===== config.mk =====
export PLATFORM = sky130hd
export DESIGN_NAME = mem_writer_flat
export DESIGN_NICKNAME = d
export VERILOG_FILES = /design/src/rtl/mem_writer_if.sv /design/src/rtl/mem_writer.sv /design/src/flat_wrapper.sv
export SDC_FILE = /design/constraint.sdc
export NUM_CORES = 1
export LEC_CHECK = 0
export ABC_AREA = 1
export CORE_MARGIN = 3
export CORE_UTILIZATION = 30
export CTS_CLUSTER_DIAMETER = 120
export CTS_CLUSTER_SIZE = 14
export DETAILED_ROUTE_END_ITERATION = 6
export PLACE_DENSITY = 0.55
export SLEW_MARGIN = 20
export SYNTH_ARGS = -nofsm -noshare
export SYNTH_HDL_FRONTEND = slang
export SYNTH_SLANG_ARGS = --single-unit

===== constraint.sdc =====
create_clock -name pulse -period 5.35 [get_ports pulse]
set_clock_uncertainty 0.1 [all_clocks]
set_input_delay 0.535 -clock pulse [delete_from_list [all_inputs] [get_ports pulse]]
set_output_delay 0.535 -clock pulse [all_outputs]
set_load 0.005 [all_outputs]

===== src/rtl/mem_writer_if.sv =====
// Producer/SRAM-write bus for mem_writer: frame control, word handshake,
// SRAM write port and frame status.
interface mem_writer_if #(
    parameter int unsigned MAX_ADDR  = 10,
    parameter int unsigned DATA_SIZE = 32
);
    logic                 start;
    logic                 valid_in;
    logic [DATA_SIZE-1:0] data_in;
    logic                 ready;
    logic                 sram_we;
    logic [MAX_ADDR-1:0]  sram_addr;
    logic [DATA_SIZE-1:0] sram_data;
    logic [MAX_ADDR:0]    word_count;
    logic                 busy;
    logic                 done;

    modport master (
        output start, valid_in, data_in,
        input  ready, sram_we, sram_addr, sram_data, word_count, busy, done
    );

    modport slave (
        input  start, valid_in, data_in,
        output ready, sram_we, sram_addr, sram_data, word_count, busy, done
    );
endinterface


===== src/rtl/mem_writer.sv =====
// Frame writer: accepts MAX_INPUT words per frame from a valid/ready producer
// and writes them to consecutive SRAM addresses with a registered write port.
module mem_writer #(
    parameter int unsigned MAX_ADDR      = 10,
    parameter int unsigned DATA_SIZE     = 32,
    parameter int unsigned MAX_LOCATIONS = 1024,
    parameter int unsigned MAX_INPUT     = 90
) (
    input logic         pulse,
    input logic         rst,
    mem_writer_if.slave bus
);
    localparam int unsigned CNT_W = MAX_ADDR + 1;
    localparam logic [CNT_W-1:0]    LAST_CNT = CNT_W'(MAX_INPUT);
    localparam logic [MAX_ADDR-1:0] PTR_MAX  = MAX_ADDR'(MAX_LOCATIONS - 1);

    typedef enum logic [1:0] {IDLE, WRITE, FLUSH, DONE} state_t;

    state_t               state_q, state_d;
    logic [MAX_ADDR-1:0]  ptr_q, ptr_d;
    logic [CNT_W-1:0]     cnt_q, cnt_d;
    logic                 we_q, we_d;
    logic [MAX_ADDR-1:0]  addr_q, addr_d;
    logic [DATA_SIZE-1:0] data_q, data_d;
    logic                 busy_q, done_q;
    logic                 ready_c;
    logic                 hs_c;

    assign ready_c = (state_q == WRITE) && (cnt_q < LAST_CNT);
    assign hs_c    = bus.valid_in && ready_c;

    // Next-state, pointer/count and write-port staging
    always_comb begin
        state_d = state_q;
        ptr_d   = ptr_q;
        cnt_d   = cnt_q;
        we_d    = 1'b0;
        addr_d  = addr_q;
        data_d  = data_q;
        unique case (state_q)
            IDLE, DONE: begin
                if (bus.start) begin
                    state_d = WRITE;
                    ptr_d   = '0;
                    cnt_d   = '0;
                end
            end
            WRITE: begin
                if (hs_c) begin
                    we_d   = 1'b1;
                    addr_d = ptr_q;
                    data_d = bus.data_in;
                    // Pointer saturates so a full-depth frame never wraps
                    ptr_d  = (ptr_q == PTR_MAX) ? ptr_q : ptr_q + MAX_ADDR'(1);
                    cnt_d  = cnt_q + CNT_W'(1);
                    if (cnt_q + CNT_W'(1) == LAST_CNT) begin
                        state_d = FLUSH;
                    end
                end
            end
            FLUSH: begin
                state_d = DONE;
            end
            default: begin
                state_d = IDLE;
            end
        endcase
    end

    // State and output registers
    always_ff @(posedge pulse) begin
        if (rst) begin
            state_q <= IDLE;
            ptr_q   <= '0;
            cnt_q   <= '0;
            we_q    <= 1'b0;
            addr_q  <= '0;
            data_q  <= '0;
            busy_q  <= 1'b0;
            done_q  <= 1'b0;
        end else begin
            state_q <= state_d;
            ptr_q   <= ptr_d;
            cnt_q   <= cnt_d;
            we_q    <= we_d;
            addr_q  <= addr_d;
            data_q  <= data_d;
            busy_q  <= (state_d == WRITE) || (state_d == FLUSH);
            done_q  <= (state_d == DONE);
        end
    end

    assign bus.ready      = ready_c;
    assign bus.sram_we    = we_q;
    assign bus.sram_addr  = addr_q;
    assign bus.sram_data  = data_q;
    assign bus.word_count = cnt_q;
    assign bus.busy       = busy_q;
    assign bus.done       = done_q;
endmodule


===== src/flat_wrapper.sv =====
// flat-port wrapper written by rule: the top's interface ports become plain ports
module mem_writer_flat 
#(
    parameter int unsigned MAX_ADDR      = 10,
    parameter int unsigned DATA_SIZE     = 32,
    parameter int unsigned MAX_LOCATIONS = 1024,
    parameter int unsigned MAX_INPUT     = 90
)
  (pulse, rst, bus_start, bus_valid_in, bus_data_in, bus_ready, bus_sram_we, bus_sram_addr, bus_sram_data, bus_word_count, bus_busy, bus_done);
  mem_writer_if #(.MAX_ADDR(MAX_ADDR), .DATA_SIZE(DATA_SIZE)) bus_i ();
  input logic pulse;
  input logic rst;
  input wire logic [$bits(bus_i.start)-1:0] bus_start;
  input wire logic [$bits(bus_i.valid_in)-1:0] bus_valid_in;
  input wire logic [$bits(bus_i.data_in)-1:0] bus_data_in;
  output wire logic [$bits(bus_i.ready)-1:0] bus_ready;
  output wire logic [$bits(bus_i.sram_we)-1:0] bus_sram_we;
  output wire logic [$bits(bus_i.sram_addr)-1:0] bus_sram_addr;
  output wire logic [$bits(bus_i.sram_data)-1:0] bus_sram_data;
  output wire logic [$bits(bus_i.word_count)-1:0] bus_word_count;
  output wire logic [$bits(bus_i.busy)-1:0] bus_busy;
  output wire logic [$bits(bus_i.done)-1:0] bus_done;
  assign bus_i.start = bus_start;
  assign bus_i.valid_in = bus_valid_in;
  assign bus_i.data_in = bus_data_in;
  assign bus_ready = bus_i.ready;
  assign bus_sram_we = bus_i.sram_we;
  assign bus_sram_addr = bus_i.sram_addr;
  assign bus_sram_data = bus_i.sram_data;
  assign bus_word_count = bus_i.word_count;
  assign bus_busy = bus_i.busy;
  assign bus_done = bus_i.done;
  mem_writer #(.MAX_ADDR(MAX_ADDR), .DATA_SIZE(DATA_SIZE), .MAX_LOCATIONS(MAX_LOCATIONS), .MAX_INPUT(MAX_INPUT)) u_core (.pulse(pulse), .rst(rst), .bus(bus_i));
endmodule

== Word-level counts from Yosys, hierarchy flattened ==
Cells that the tools add are included.

* Bitwise operators: 1
* Mux-type cells: 12
* Shift operators: 0
* Reduce and logical (&&, ||, !) cells: 10
* Multipliers: 0
* Magnitude comparators: 1
* Add/sub/neg operators: 2
* Eq/ne operators: 11
* Div/mod/pow operators: 0

{| class="wikitable"
|+ Operator list
! kind !! number
|-
| $mux W10 || 3
|-
| $mux W11 || 2
|-
| $pmux W11 S2 || 1
|-
| $pmux W10 S2 || 1
|-
| $add A11 B1 Y11 const B || 1
|-
| $eq A11 B7 Y1 const B || 1
|-
| $lt A11 B7 Y1 const B || 1
|-
| $add A10 B1 Y10 const B || 1
|-
| $eq A10 B10 Y1 const B || 1
|-
| $eq A2 B2 Y1 const B || 4
|-
| $mux W2 || 3
|-
| $pmux W2 S3 || 1
|-
| $eq A2 B1 Y1 const B || 2
|-
| $ne A2 B2 Y1 const B || 2
|-
| $reduce_and A4 Y1 || 1
|-
| $reduce_or A2 Y1 || 2
|-
| $reduce_and A3 Y1 || 1
|-
| $logic_and A1 B1 Y1 || 2
|-
| $logic_not A2 Y1 || 1
|-
| $ne A2 B1 Y1 const B || 1
|-
| $reduce_and A2 Y1 || 1
|-
| $reduce_bool A2 Y1 || 1
|-
| $logic_or A1 B1 Y1 || 1
|-
| $mux W1 || 1
|-
| $not A1 Y1 || 1
|}

* Memory bits (writable): 0
* Input port bits: 36
* ROM bits: 0
* Output and inout bits: 57
* Bits in latches: 0
* Register bits after elaboration: 68
* Memories: 0

== Longest topological paths before layout ==
* Depth in word-level cells: 7
* Depth in mapped cells: 17
* Depth with buffers taken out: 17

== Worst setup path before layout ==
OpenSTA, ideal clock, no wires.

* Kind: register to register
* From: reg u_core.cnt_q[0], in the netlist u_core.bus.word_count[0]
* To: reg u_core.busy_q, in the netlist u_core.bus.busy
* Slack: 3.214 ns
* Setup time: 0.128 ns
* Cell stages (with the launch flop): 16
* Period minus slack after synthesis: 2.136 ns
* Data arrival time: 1.909 ns
* Cells stage by stage: dfxtp_1 -> ha_1 -> nand3_1 -> nor2_1 -> nand3_1 -> nand2_1 -> nand2_1 -> nor2_1 -> nand2_1 -> nand3_1 -> nand2_1 -> o21ai_0 -> inv_1 -> ha_1 -> inv_1 -> nor2_1

* Cells in the longest elaborated chain, start to end: 7
* Elaborated cells on any way between the ends: 11

{| class="wikitable"
|+ RTL lines
! what !! RTL line !! text
|-
| from (decl) || mem_writer.sv:21 || <nowiki>logic [CNT_W-1:0] cnt_q, cnt_d;</nowiki>
|-
| from (signal assigned) || mem_writer.sv:84 || <nowiki>cnt_q <= cnt_d;</nowiki>
|-
| $add A11 B1 Y11 / $lt A11 B7 Y1 (equally long branches) || mem_writer.sv:56, mem_writer.sv:29 ||
|-
| $eq A11 B7 Y1 / $logic_and A1 B1 Y1 (equally long branches) || mem_writer.sv:56, mem_writer.sv:29 ||
|-
| $mux W2 / $logic_and A1 B1 Y1 (equally long branches) || mem_writer.sv:56, mem_writer.sv:30 ||
|-
| $mux W2 * || mem_writer.sv:49 || <nowiki>if (hs_c) begin</nowiki>
|-
| $pmux W2 S3 * || mem_writer.sv:40 || <nowiki>unique case (state_q)</nowiki>
|-
| $eq A2 B1 Y1 / $eq A2 B2 Y1 (equally long branches) || mem_writer.sv:88 || <nowiki>busy_q <= (state_d == WRITE) || (state_d == FLUSH);</nowiki>
|-
| $logic_or A1 B1 Y1 * || mem_writer.sv:88 ||
|-
| to (signal assigned) || mem_writer.sv:88 ||
|-
| to (decl) || mem_writer.sv:25 || <nowiki>logic busy_q, done_q;</nowiki>
|}

Mark *: on every way between the ends. The rest lies on a longest branch, timed or not.
A chain may end at the register's enable or synchronous reset.

== Worst setup path in the final report ==
* From: reg u_core.state_q[1]
* To: out bus_ready

* Cells in the longest elaborated chain, start to end: 2

{| class="wikitable"
|+ RTL lines
! what !! RTL line !! text
|-
| from (decl) || mem_writer.sv:19 || <nowiki>state_t state_q, state_d;</nowiki>
|-
| from (signal assigned) || mem_writer.sv:82 || <nowiki>state_q <= state_d;</nowiki>
|-
| $eq A2 B1 Y1 || mem_writer.sv:29 || <nowiki>assign ready_c = (state_q == WRITE) && (cnt_q < LAST_CNT);</nowiki>
|-
| $logic_and A1 B1 Y1 || mem_writer.sv:29 ||
|-
| to (decl) || flat_wrapper.sv:16 || <nowiki>output wire logic [$bits(bus_i.ready)-1:0] bus_ready;</nowiki>
|}

No other way between the ends.

==> results_dict.tcl <==
set metrics [dict create \
    ctsResizeCount 0 \
    cts_tree "built" \
    dp_hpwl_microns 5310 \
    initial_core_util_pct 31.5 \
    instances_no_fill 617 \
    rr_startpoint "u_core.state_q[1]$_SDFF_PP0_" \
    grt_max_degree 55 \
    std_cell_rows 35 \
    dp.cells 601 \
    dr.max_layer_used "met4" \
    hp-class "reg -> reg" \
    grt_overflow 0 \
    ys_seq_area_share_pct 45.7 \
    grt_usage_pct 14.3 \
    rsz0062_at_grt "false" \
    postCtsHoldBufs 0 \
    multi_input_area_sq_mm 0.00138 \
    dr.pass1.iters 4 \
    synth_area_sq_mm 0.00298 \
    fin_crit_ns 3.17 \
    cts_inserted_buffers 9 \
    hold_end "u_core.bus.sram_data[15]$_SDFFE_PP0P_" \
    cp.required_ns 4.72 \
    synth_area_per_cell_sq_um 7.44 \
    gp_congestion 0.802 \
    timing.final.crit_share_pct 59.2 \
    max_freq_ghz 0.316 \
    grt_pass1_wl_microns 13000 \
    setup_tns_ns 0 \
    clock_sinks 68 \
    cp_max_fo 43 \
    cts_setup_buffers 0 \
    htree_levels 3 \
    fillers 1018 \
    worstReg2RegEnd "u_core.bus.busy$_SDFF_PP0_" \
    ys_types 33 \
    ant_nets 0 \
    dieArea_sq_mm 0.0112 \
    worst_pin_slew_ns 1.02 \
    ir_worst_vdd_mv 0.143 \
    drt-total-wl_microns 7800 \
    clock_path_buffers 2 \
    regArea_sq_mm 0.00136 \
    cp.arrival_ns 2.53 \
    antenna_found_initial 0 \
    synth-seq-cells 68 \
    netlist_instances 400 \
    diodes 0 \
    ioPinCount 93 \
    syn_nets 442 \
    max_slew_margin_pct 32.3 \
    core_sq_mm 0.00946 \
    vias_per_cell 4.56 \
    drc 0 \
    io_buffers 92 \
    grt_pass1_vias 2641 \
    clock_latency_ns 0.34 \
    worstSetupStartpointType "flip-flop" \
    worstRegToRegCells 14 \
    regToRegSetupSlack_ns 2.44 \
    drt_iter0_markers 108 \
    avgRoutedWirePerCell_microns 12.6 \
    clkTransAtPathRegs_ns 0.08 \
    powerDensity_mw_per_mm2 269 \
    max_cap_viol_count 0 \
    wl_met1_microns 3680 \
    crit_path_end_kind "output port" \
    die_y_microns 106 \
    drv_slew 0 \
    final_nets 525 \
    criticalPathCategory "reg -> out" \
    status "finished, final reports clean" \
    setup_viol 0 \
    hold_path.startpoint "u_core.bus.sram_data[15]$_SDFFE_PP0P_" \
    vias 2814 \
    hold_violations 0 \
    met2_length_microns 3600 \
    holdPathStages 2 \
    area_delta_synth_final_pct 39.3 \
    hold_slack_ns 0.364 \
    drive_gt1_share_pct 7.38 \
    leakage_nw 1.51 \
    die_w_microns 106 \
    wl_met3_microns 441 \
    cts_root_buf "clkbuf_8" \
    yosys_warnings 0 \
]
-- power by group --
part           internal (mW)  switching [mW]  total (mW)
logic                 0.0888          0.0997       0.189
clock network          0.179           0.199       0.378
registers              0.528          0.0197       0.548
-- cells in the final DEF (no fill, tap or decap), drive strengths merged --
| master | count |
|---|---|
| a211oi | 7 |
| a21oi | 51 |
| and2 | 1 |
| buf | 3 |
| clkbuf | 10 |
| clkdlybuf4s50 | 91 |
| clkinv | 3 |
| clkinvlp | 4 |
| dfxtp | 68 |
| ha | 6 |
| inv | 35 |
| nand2 | 96 |
| nand3 | 61 |
| nand4 | 3 |
| nor2 | 32 |
| nor3 | 6 |
| nor4 | 1 |
| o21ai | 8 |
| xnor2 | 1 |
| xor2 | 1 |
-- flip-flops by register name, indices dropped and copies added (netlist names) --
name and flops:
u_core.ptr_q 10, u_core.bus.sram_data 32, u_core.bus.sram_we 1, u_core.bus.busy 1, u_core.bus.sram_addr 10, u_core.state_q 2, u_core.bus.done 1, u_core.bus.word_count 11
-- synth_stat cells (all sizes together) --
| master | instances | share of area [%] |
|---|---|---|
| nand2 | 96 | 13 |
| dfxtp | 68 | 46 |
| nand3 | 61 | 11 |
| a21oi | 51 | 8.6 |
| inv | 35 | 4.4 |
| nor2 | 32 | 5.0 |
| clkbuf | 12 | 1.5 |
| buf | 10 | 1.8 |
| o21ai | 8 | 1.8 |
| a211oi | 7 | 1.9 |
| ha | 6 | 2.5 |
| nor3 | 6 | 1.0 |
| nand4 | 3 | 0.63 |
| and2 | 1 | 0.21 |
| clkinv | 1 | 0.29 |
| nor4 | 1 | 0.21 |
| xnor2 | 1 | 0.29 |
| xor2 | 1 | 0.29 |
-- cell type report --
class	instances	share of cell area (%)
multi-input combinational	274	33.2
sequential	68	32.8
timing repair buffer	94	22.4
tap	129	3.89
inverter	36	3.38
clock buffer	10	3.32
clock inverter	6	0.965
-- critical path, stage by stage, from the launching register on --
cell,delay [ns]
dfxtp_1,0.33
inv_1,0.08
ha_1,0.41
nand3_2,0.14
nor2_4,0.13
and2_1,0.13
buf_4,0.38
clkdlybuf4s50_1,0.59
-- routing by layer --
metal / vias up / global-route usage [%]
met1: 1277 / 19.0
met5: - / 0
met2: 62 / 21.9
met3: 4 / 5.27
li1: 1471 / -
met4: 0 / 3.89
-- worst max path at each step --
| stage | startpoint | slack, ns | cells past startpoint | to |
|---|---|---|---|---|
| after floorplan | u_core.bus.word_count[0]$_SDFFE_PP0P_ | 3.21 | 15 | u_core.bus.busy$_SDFF_PP0_ |
| after global placement | bus_valid_in | 2.04 | 12 | u_core.bus.busy$_SDFF_PP0_ |
| after detailed placement | bus_valid_in | 2.01 | 12 | u_core.bus.busy$_SDFF_PP0_ |
| after CTS | u_core.state_q[1]$_SDFF_PP0_ | 2.14 | 7 | bus_ready |
| after global routing | u_core.state_q[1]$_SDFF_PP0_ | 1.97 | 7 | bus_ready |
| final | u_core.state_q[1]$_SDFF_PP0_ | 2.18 | 7 | bus_ready |
-- cell families (layout without fill, tap and decap cells) --
group / after synthesis / count (layout) / share of synthesized area, %
DFF: 68 / 68 / 45.7
xor gates and xnor gates: 2 / 2 / 0.589
AOI/OAI and AO/OA: 66 / 66 / 12.4
buffers and inverters: 58 / 146 / 8.03
and+or+nand+nor: 200 / 200 / 30.8
adders and majority gates: 6 / 6 / 2.52
-- metrics by stage --
stage	cell area (sq um)	setup WS [ns]	util [%]	power [mW]
detailed placement	3970	2.01	42.0	0.750
global placement	3970	2.04	42.0	0.750
global route	4150	1.97	43.8	1.17
CTS	4150	2.14	43.8	1.13
finish	4150	2.18	43.8	1.11
floorplan	2980	3.21	-	0.663
(Power assumes the default switching activity.)
